## config.mk

```make
export PLATFORM = sky130hd
export DESIGN_NAME = seq_alu_flat
export DESIGN_NICKNAME = d
export VERILOG_FILES = /design/src/rtl/seq_alu_if.sv /design/src/rtl/seq_alu.sv /design/src/flat_wrapper.sv
export SDC_FILE = /design/constraint.sdc
export NUM_CORES = 1
export LEC_CHECK = 0
export ABC_AREA = 1
export BUFFER_PORTS_ARGS = -buffer_cell sky130_fd_sc_hd__buf_2
export CAP_MARGIN = 20
export CORE_ASPECT_RATIO = 2
export CORE_MARGIN = 5
export CORE_UTILIZATION = 40
export CTS_BUF_LIST = sky130_fd_sc_hd__clkbuf_4 sky130_fd_sc_hd__clkbuf_8 sky130_fd_sc_hd__clkbuf_16
export DETAILED_ROUTE_END_ITERATION = 7
export GPL_TIMING_DRIVEN = 0
export PLACE_DENSITY = 0.56
export SETUP_SLACK_MARGIN = 0.1
export SYNTH_ARGS = -nofsm -noshare
export SYNTH_HDL_FRONTEND = slang
export SYNTH_SLANG_ARGS = --single-unit
```

## constraint.sdc

```tcl
create_clock -name clk_i -period 3.37 [get_ports clk_i]
set_input_delay 0.674 -clock clk_i [delete_from_list [all_inputs] [get_ports clk_i]]
set_output_delay 0.674 -clock clk_i [all_outputs]
set_load 0.03 [all_outputs]
```

## src/rtl/seq_alu_if.sv

```systemverilog
// rtl/seq_alu_if.sv - start/done handshake and result bus of the multi-cycle ALU
// Signal names follow the execute-stage port list; the master is the pipeline.
interface seq_alu_if #(
  parameter int WIDTH = 32
);
  logic             start_i;
  logic [3:0]       ctrl_i;
  logic [WIDTH-1:0] src1_i;
  logic [WIDTH-1:0] src2_i;
  logic             ready_o;
  logic             busy_o;
  logic             done_o;
  logic [WIDTH-1:0] result_o;
  logic [WIDTH-1:0] hi_o;
  logic             zero_o;

  modport master (
    output start_i, ctrl_i, src1_i, src2_i,
    input  ready_o, busy_o, done_o, result_o, hi_o, zero_o
  );

  modport slave (
    input  start_i, ctrl_i, src1_i, src2_i,
    output ready_o, busy_o, done_o, result_o, hi_o, zero_o
  );
endinterface

```

## src/rtl/seq_alu.sv

```systemverilog
// rtl/seq_alu.sv - multi-cycle ALU: single-cycle logic/arith ops, shift-add MUL, restoring DIVU
// One start/done handshake for every op; results are registered and held between completions.
module seq_alu #(
  parameter int WIDTH = 32,
  parameter int CNT_W = $clog2(WIDTH) + 1
) (
  input  logic   clk_i,
  input  logic   rst_i,
  seq_alu_if.slave bus
);

  localparam logic [3:0] OP_AND  = 4'b0000;
  localparam logic [3:0] OP_OR   = 4'b0001;
  localparam logic [3:0] OP_ADD  = 4'b0010;
  localparam logic [3:0] OP_SUB  = 4'b0110;
  localparam logic [3:0] OP_SLTU = 4'b0111;
  localparam logic [3:0] OP_SLT  = 4'b1000;
  localparam logic [3:0] OP_NOR  = 4'b1100;
  localparam logic [3:0] OP_MUL  = 4'b1110;
  localparam logic [3:0] OP_DIVU = 4'b1111;

  typedef enum logic [1:0] {IDLE, RUN, DONE} state_t;

  state_t             state, next_state;
  logic [CNT_W-1:0]   cnt;
  logic [2*WIDTH-1:0] acc;
  logic [3:0]         op_q;
  logic [WIDTH-1:0]   a_q, b_q;
  logic [WIDTH-1:0]   result, hi;
  logic               zero;

  logic               accept, is_long, last_iter;
  logic [WIDTH-1:0]   simple_res;
  logic [WIDTH:0]     mul_sum;
  logic [2*WIDTH-1:0] mul_next;
  logic [WIDTH:0]     trial;
  logic [WIDTH-1:0]   diff;
  logic               ge;
  logic [2*WIDTH-1:0] div_next;
  logic [2*WIDTH-1:0] step;

  assign accept    = bus.start_i && (state != RUN);
  assign is_long   = (bus.ctrl_i == OP_MUL) || (bus.ctrl_i == OP_DIVU);
  assign last_iter = (cnt == CNT_W'(1));

  always_ff @(posedge clk_i) begin
    if (!rst_i) begin
      state <= IDLE;
    end else begin
      state <= next_state;
    end
  end

  always_comb begin
    next_state = state;
    case (state)
      IDLE: begin
        if (accept) next_state = is_long ? RUN : DONE;
      end
      RUN: begin
        if (last_iter) next_state = DONE;
      end
      DONE: begin
        if (accept) next_state = is_long ? RUN : DONE;
        else        next_state = IDLE;
      end
      default: next_state = IDLE;
    endcase
  end

  // Simple ops are evaluated from the live inputs so the result lands on the accept edge.
  always_comb begin
    simple_res = '0;
    case (bus.ctrl_i)
      OP_AND:  simple_res = bus.src1_i & bus.src2_i;
      OP_OR:   simple_res = bus.src1_i | bus.src2_i;
      OP_ADD:  simple_res = bus.src1_i + bus.src2_i;
      OP_SUB:  simple_res = bus.src1_i - bus.src2_i;
      OP_SLTU: simple_res = (bus.src1_i < bus.src2_i) ? WIDTH'(1) : '0;
      OP_SLT:  simple_res = ($signed(bus.src1_i) < $signed(bus.src2_i)) ? WIDTH'(1) : '0;
      OP_NOR:  simple_res = ~(bus.src1_i | bus.src2_i);
      default: simple_res = '0;
    endcase
  end

  // MUL: acc = {partial product, multiplier}; the add carry becomes the new top bit on shift.
  always_comb begin
    mul_sum  = {1'b0, acc[2*WIDTH-1:WIDTH]} + {1'b0, a_q};
    mul_next = acc[0] ? {mul_sum, acc[WIDTH-1:1]} : {1'b0, acc[2*WIDTH-1:1]};
  end

  // DIVU: acc = {remainder, dividend/quotient}. A zero divisor naturally yields all-ones / A.
  always_comb begin
    trial    = {acc[2*WIDTH-1:WIDTH], acc[WIDTH-1]};
    ge       = (trial >= {1'b0, b_q});
    diff     = trial[WIDTH-1:0] - b_q;
    div_next = {(ge ? diff : trial[WIDTH-1:0]), acc[WIDTH-2:0], ge};
  end

  assign step = (op_q == OP_MUL) ? mul_next : div_next;

  always_ff @(posedge clk_i) begin
    if (!rst_i) begin
      cnt    <= '0;
      acc    <= '0;
      op_q   <= '0;
      a_q    <= '0;
      b_q    <= '0;
      result <= '0;
      hi     <= '0;
      zero   <= 1'b1;
    end else if (accept) begin
      op_q <= bus.ctrl_i;
      a_q  <= bus.src1_i;
      b_q  <= bus.src2_i;
      if (is_long) begin
        cnt <= CNT_W'(WIDTH);
        acc <= (bus.ctrl_i == OP_MUL) ? {{WIDTH{1'b0}}, bus.src2_i}
                                      : {{WIDTH{1'b0}}, bus.src1_i};
      end else begin
        result <= simple_res;
        hi     <= '0;
        zero   <= (simple_res == '0);
      end
    end else if (state == RUN) begin
      acc <= step;
      cnt <= cnt - CNT_W'(1);
      if (last_iter) begin
        result <= step[WIDTH-1:0];
        hi     <= step[2*WIDTH-1:WIDTH];
        zero   <= (step[WIDTH-1:0] == '0);
      end
    end
  end

  assign bus.ready_o  = (state != RUN);
  assign bus.busy_o   = (state == RUN);
  assign bus.done_o   = (state == DONE);
  assign bus.result_o = result;
  assign bus.hi_o     = hi;
  assign bus.zero_o   = zero;

endmodule

```

## src/flat_wrapper.sv

```systemverilog
// flat-port wrapper written by rule: the top's interface ports become plain ports
module seq_alu_flat 
#(
  parameter int WIDTH = 32,
  parameter int CNT_W = $clog2(WIDTH) + 1
)
  (clk_i, rst_i, bus_start_i, bus_ctrl_i, bus_src1_i, bus_src2_i, bus_ready_o, bus_busy_o, bus_done_o, bus_result_o, bus_hi_o, bus_zero_o);
  seq_alu_if #(.WIDTH(WIDTH)) bus_i ();
  input  logic clk_i;
  input  logic rst_i;
  input wire logic [$bits(bus_i.start_i)-1:0] bus_start_i;
  input wire logic [$bits(bus_i.ctrl_i)-1:0] bus_ctrl_i;
  input wire logic [$bits(bus_i.src1_i)-1:0] bus_src1_i;
  input wire logic [$bits(bus_i.src2_i)-1:0] bus_src2_i;
  output wire logic [$bits(bus_i.ready_o)-1:0] bus_ready_o;
  output wire logic [$bits(bus_i.busy_o)-1:0] bus_busy_o;
  output wire logic [$bits(bus_i.done_o)-1:0] bus_done_o;
  output wire logic [$bits(bus_i.result_o)-1:0] bus_result_o;
  output wire logic [$bits(bus_i.hi_o)-1:0] bus_hi_o;
  output wire logic [$bits(bus_i.zero_o)-1:0] bus_zero_o;
  assign bus_i.start_i = bus_start_i;
  assign bus_i.ctrl_i = bus_ctrl_i;
  assign bus_i.src1_i = bus_src1_i;
  assign bus_i.src2_i = bus_src2_i;
  assign bus_ready_o = bus_i.ready_o;
  assign bus_busy_o = bus_i.busy_o;
  assign bus_done_o = bus_i.done_o;
  assign bus_result_o = bus_i.result_o;
  assign bus_hi_o = bus_i.hi_o;
  assign bus_zero_o = bus_i.zero_o;
  seq_alu #(.WIDTH(WIDTH), .CNT_W(CNT_W)) u_core (.clk_i(clk_i), .rst_i(rst_i), .bus(bus_i));
endmodule
```

After elaboration in Yosys (flattened, before gate mapping)
Cells that the tools add are included.
- add/sub/neg operators: 5
- multipliers: 0
- div/mod/pow operators: 0
- order comparisons: 3
- eq/ne operators: 17
- shift operators: 0
- muxes and demuxes: 30
- bitwise gates (word level): 3
- reduce and logical (&&, ||, !) cells: 11
- operator list (kind ; number):
    $mux 32 ; 10
    $mux 64 ; 5
    $pmux 32 s7 ; 1
    $logic_not 32->1 ; 2
    $lt 32x32->1 ; 2
    $sub 32x32->32 ; 2
    $add 32x32->33 ; 1
    $ge 33x32->1 ; 1
    $add 32x32->32 ; 1
    $and 32x32->32 ; 1
    $not 32->32 ; 1
    $or 32x32->32 ; 1
    $eq 4x4->1 const B ; 5
    $mux 6 ; 3
    $eq 4x3->1 const B ; 2
    $mux 2 ; 4
    $eq 6x1->1 const B ; 1
    $mux 1 ; 6
    $ne 2x1->1 const B ; 3
    $pmux 2 s3 ; 1
    $sub 6x1->6 const B ; 1
    $eq 4x1->1 const B ; 1
    $eq 4x2->1 const B ; 1
    $logic_not 4->1 ; 1
    9 further kinds ; 12
- register bits after elaboration: 205
- bits in latches: 0
- memory bits (writable): 0
- bits in read-only memories: 0
- output and inout bits: 68
- memories: 0

Depth between registers and ports, before layout
- depth in word-level cells: 7
- gate-level depth with buffers: 24
- mapped depth without buffers: 24

Least setup slack after synthesis
Ideal clock, no wire load.
- kind: input-to-reg
- from: in bus_src2_i[0]
- to: reg u_core.zero, in the netlist u_core.bus.zero_o
- setup time: 59 ps
- data arrival time: 2602 ps
- setup slack: 709 ps
- stages: 22
- cell sequence: ha_1 -> inv_1 -> fa_1 -> inv_1 -> nand2_1 -> nand2_1 -> nand3_1 -> nand2_1 -> nand2_1 -> nand2_1 -> nand3b_1 -> nand2_1 -> nand2_1 -> nand3_1 -> nand2_1 -> nor2_1 -> nand3_1 -> nor2_1 -> nand2_1 -> nand2_1 -> nand2_1 -> nand2_1
- cells in the longest elaborated chain, start to end: 6
- elaborated cells between the ends (all ways): 13
- those cells by class: add/sub: 2; order compare: 2; mux: 5; bitwise: 3; reduce/logical: 1
- ends and longest elaborated chain (element ; line ; text):
    start, declared ; flat_wrapper.sv:14 ; input wire logic [$bits(bus_i.src2_i)-1:0] bus_src2_i;
    $lt 32x32->1, or another cell as far along ; seq_alu.sv:80 ; OP_SLT: simple_res = ($signed(bus.src1_i) < $signed(bus.src2_i)) ? WIDTH'(1) : '0;
    $mux 1, or another cell as far along ; seq_alu.sv:80 ;
    $pmux 32 s7 * ; seq_alu.sv:74 ; case (bus.ctrl_i)
    $logic_not 32->1 * ; seq_alu.sv:123 ; zero <= (simple_res == '0);
    $mux 1 * ; seq_alu.sv:116 ; if (is_long) begin
    $mux 1 * ; seq_alu.sv:112 ; end else if (accept) begin
    end signal, assigned ; seq_alu.sv:123 ;
    end signal, assigned ; seq_alu.sv:131 ; zero <= (step[WIDTH-1:0] == '0);
    end, declared ; seq_alu.sv:30 ; logic zero;
Every way passes the cells marked *; elsewhere a longest branch is shown, timed or not. The select of a mux whose other input is x is not followed.
A chain may end at the register's enable or synchronous reset.

Final worst setup path
- from: in bus_ctrl_i[2]
- to: reg u_core.acc[37]
- cells in the longest elaborated chain, start to end: 4
- elaborated cells between the ends (all ways): 5
- those cells by class: eq/ne: 3; reduce/logical: 2
- ends and longest elaborated chain (element ; line ; text):
    start, declared ; flat_wrapper.sv:12 ; input wire logic [$bits(bus_i.ctrl_i)-1:0] bus_ctrl_i;
    $eq 4x4->1 ; seq_alu.sv:43 ; assign is_long = (bus.ctrl_i == OP_MUL) || (bus.ctrl_i == OP_DIVU);
    $logic_or 1x1->1 * ; seq_alu.sv:43 ;
    $ne 2x2->1 (no source line) * ; n/a ;
    $reduce_and 2->1 (no source line) * ; n/a ;
    end signal, assigned ; seq_alu.sv:118 ; acc <= (bus.ctrl_i == OP_MUL) ? {{WIDTH{1'b0}}, bus.src2_i}
    end signal, assigned ; seq_alu.sv:126 ; acc <= step;
    end, declared ; seq_alu.sv:26 ; logic [2*WIDTH-1:0] acc;
Every way passes the cells marked *; elsewhere a longest branch is shown, timed or not.

==> qor.txt <==
Status -> finished, final reports clean
EDFF count, synth -> 0
Area growth syn-to-layout -> 12.67%
Hold Crit Class -> input port to flop
CP endpoint kind -> flop
Worst path required time -> 3.74 ns
Std-Cell Rows -> 113
Overflow after GRT -> 0
GRT Util Overall -> 37.18%
Metal3 WL -> 4.814 mm
Asr flop ratio synth -> 0%
Crit start category -> input port
CTS Root Cell -> clkbuf_16
Leakage -> 0.01076 uW
Syn nets -> 3451
Post-Syn Instances -> 3211
I/O pin cnt -> 139
H-tree Lvls -> 1
DR iter-0 viols -> 1871
Highest routed layer -> met4
WL met1 -> 30.71 mm
Worst hold stages -> 3
Hold path startpoint -> bus_start_i
Number of distinct library cells after synthesis -> 47
Initial antenna violation count -> 2
R2R depth -> 15
Die ar. -> 52870 um^2
R2R Path End -> u_core.bus.zero_o
Yosys warns -> 0
Setup Crit Path Kind -> input port to flop
Hold endpoint -> u_core.state[0]
DRT antenna net count -> 0
Global-route wire length before repair -> 143.5 mm
Max cap viols -> 0
Final setup violation count -> 0
Minimum clock period -> 3.321 ns
Worst-Margin Slew -> 1.098 ns
Clock Latency Late Sink -> 0.53 ns
Dominant synthesized flop cell -> dfxtp_1
Clock sinks -> 205
RD Place Congestion -> 1.033
Cell Pwr Density -> 404.2 nW/um^2
Seq cells post-synth -> 205
Die Width -> 165.1 um
Setup WS pre-CTS -> -0.8895 ns
Final core occ -> 45.51%
Nets@finish -> 3616
Fillcell total -> 5375
Post-Place Cells -> 3983
CTS Buf Count -> 20
HPWL after DPL -> 86.25 mm
Placed cell area -> 20750 um^2
R2r setup slk -> 0.09 ns
Layout cells sized above 1 -> 9.000%
Vias in the first global route -> 23280
Worst vdd ir -> 0.3604 mV
CTS max path bufs -> 3
Initial Util -> 40.39%
Met2 wire length -> 50.97 mm
Final Power -> 8765 uW
Vias per cell -> 5.706
RSZ-0062 raised after global routing -> true
CTS tree -> built
Core area -> 47650 um^2
FMAX -> 301.1 MHz
Finished Layout Cells -> 4022
Setup Skew -> 0.01217 ns
Register area share after synthesis -> 21.32%
Die H -> 320.2 um
Vias -> 22950
Clock slew at reported path FFs -> 0.07 ns
Post-Synthesis Mean Instance Area -> 5.994 um^2
Final Cell Area -> 21680 um^2
Final Hold Vio Count -> 0
DRC -> 0
Max Fanout on Critical Path -> 10
PortBufs -> 138
Largest net degree at the start of global routing -> 16
Data arrival time of the critical path -> 3.69 ns
Drt wl/cell -> 25.21 um
Initial DRT Pass Iterations -> 7
Final Max Slew Viols -> 0
DRT Wirelength -> 101.4 mm
Reg-to-reg startpoint -> u_core.op_q[3]
Tcrit/Tclk final -> 98.55%
Cell area after synthesis -> 19250 um^2
Slew headroom -> 26.83%
Setup ws final -> 0.04900 ns
## state kept, by name, indices dropped and copies added (netlist names)
signal,count
u_core.acc,64
u_core.a_q,32
u_core.b_q,32
u_core.bus.hi_o,32
u_core.bus.result_o,32
u_core.cnt,6
u_core.op_q,4
u_core.state,2
u_core.bus.zero_o,1
## metrics by stage
step	hold slack, ns	TNS [ns]
after global routing	0.4727	-0.01624
after global placement	0.4457	-34.42
after detailed placement	0.4534	-35.63
final	0.4580	0
after CTS	0.4531	0
after floorplan	0.4303	0
## per-layer routing
| layer | global-route usage [%] | vias to the layer above |
|---|---|---|
| li1 | - | 10970 |
| met1 | 32.17 | 10480 |
| met2 | 66.85 | 1014 |
| met3 | 4.151 | 479 |
| met4 | 43.31 | 0 |
| met5 | 0 | - |
## synth_stat cells, types with 5 or more instances
| library cell | count | share of area [%] |
|---|---|---|
| buf_1 | 17 | 0.33 |
| inv_1 | 440 | 8.6 |
| o21a_1 | 10 | 0.39 |
| nor3_1 | 24 | 0.62 |
| nand4_1 | 21 | 0.68 |
| nand3b_1 | 7 | 0.27 |
| o21ai_0 | 295 | 7.7 |
| nor2_1 | 298 | 5.8 |
| dfxtp_1 | 205 | 21 |
| a211oi_1 | 33 | 1.3 |
| a21oi_1 | 365 | 9.5 |
| a21o_1 | 12 | 0.47 |
| xnor2_1 | 17 | 0.77 |
| xor2_1 | 14 | 0.64 |
| o22ai_1 | 24 | 0.78 |
| nor4_1 | 11 | 0.36 |
| o211ai_1 | 36 | 1.4 |
| nand3_1 | 237 | 6.2 |
| o21bai_1 | 20 | 0.78 |
| o211ai_2 | 8 | 0.52 |
| clkbuf_1 | 92 | 1.8 |
| buf_2 | 31 | 0.81 |
| a31oi_1 | 37 | 1.2 |
| or2_2 | 26 | 0.85 |
| inv_2 | 5 | 0.098 |
| nand2_1 | 716 | 14 |
| a221oi_1 | 6 | 0.27 |
| ha_1 | 165 | 11 |
## logic make-up after synthesis
kind of cell / count (synthesis) / synth area share (%)
AO/OA/AOI/OAI: 860 / 24.84
XOR/XNOR: 31 / 1.411
adder cells (fa/ha/maj): 169 / 11.14
buffers and inverters: 589 / 11.80
flip-flops: 205 / 21.32
multiplexers: 4 / 0.2080
AND/OR/NAND/NOR: 1353 / 29.27
## report_power, final
group          internal (uW)  switching (uW)
logic                    983            2480
registers               2610             146
clock network           1460            1080
## cell usage in the layout (no fill, tap or decap), types with 4 or more instances in the layout
master     synthesis  layout
nand2_1          716     706
nand2_2            4      12
a31oi_1           37      37
o21a_1            10      10
xor2_1            14      14
mux2i_1            4       4
nor4_1            11      10
xnor2_1           17      17
or2_2             26      26
nor2_1           298     289
nor2_2             0       6
a21o_1            12      12
clkbuf_1          92      89
buf_1             17      17
dfxtp_1          205     203
o211ai_1          36      36
a21oi_2            3       8
o211ai_2           8       8
inv_2              5       7
nand3_1          237     235
ha_1             165     164
nand4_1           21      21
o21bai_1          20      18
o21ai_0          295     293
inv_1            440     437
clkbuf_16          0      21
a21boi_0           4       4
buf_2             31     166
a211oi_1          33      33
nor3_1            24      23
a21oi_1          365     357
clkbuf_4           0       6
nand3b_1           7       7
o22ai_1           24      24
a221oi_1           6       6
## worst max path at each step
stage	cells past startpoint	slack, ns	endpoint	start
2_1_floorplan	22	0.71	u_core.bus.zero_o	bus_src2_i[0]
3_3_place_gp	23	-0.90	u_core.bus.zero_o	bus_src1_i[0]
3_5_place_dp	21	-0.89	u_core.bus.zero_o	bus_src2_i[0]
4_1_cts	20	0.01	u_core.bus.zero_o	bus_src1_i[0]
5_1_grt	20	-0.02	u_core.bus.zero_o	bus_src1_i[0]
6_report	8	0.05	u_core.acc[37]	bus_ctrl_i[2]
## critical path, cell delays in order
cell	delay (ns)
buf_2	0.17
nand2_1	0.13
nor2_2	0.63
a21oi_1	0.38
inv_1	0.18
clkbuf_1	0.60
clkbuf_1	0.75
a21oi_1	0.16
## what timing repair did
action / CTS / global route
endpoints found under the setup margin: 45 / 69
hold buffers: 0 / 0
pin swaps: 0 / 2
setup buffers: 0 / 3
gates resized for setup: 20 / 45
## final cells by class
class / count / area (um^2) / area share (%)
timing repair buffer: 143 / 733.2 / 3.381
antenna: 1 / 2.502 / 0.01154
tap: 632 / 790.8 / 3.647
clock inverter: 8 / 121.4 / 0.5597
buffer: 142 / 608.1 / 2.804
sequential: 205 / 4106 / 18.94
inverter: 447 / 1684 / 7.766
multi-input combinational: 2417 / 13050 / 60.18
clock buffer: 27 / 589.3 / 2.718
Power figures use the tool's default switching activity.
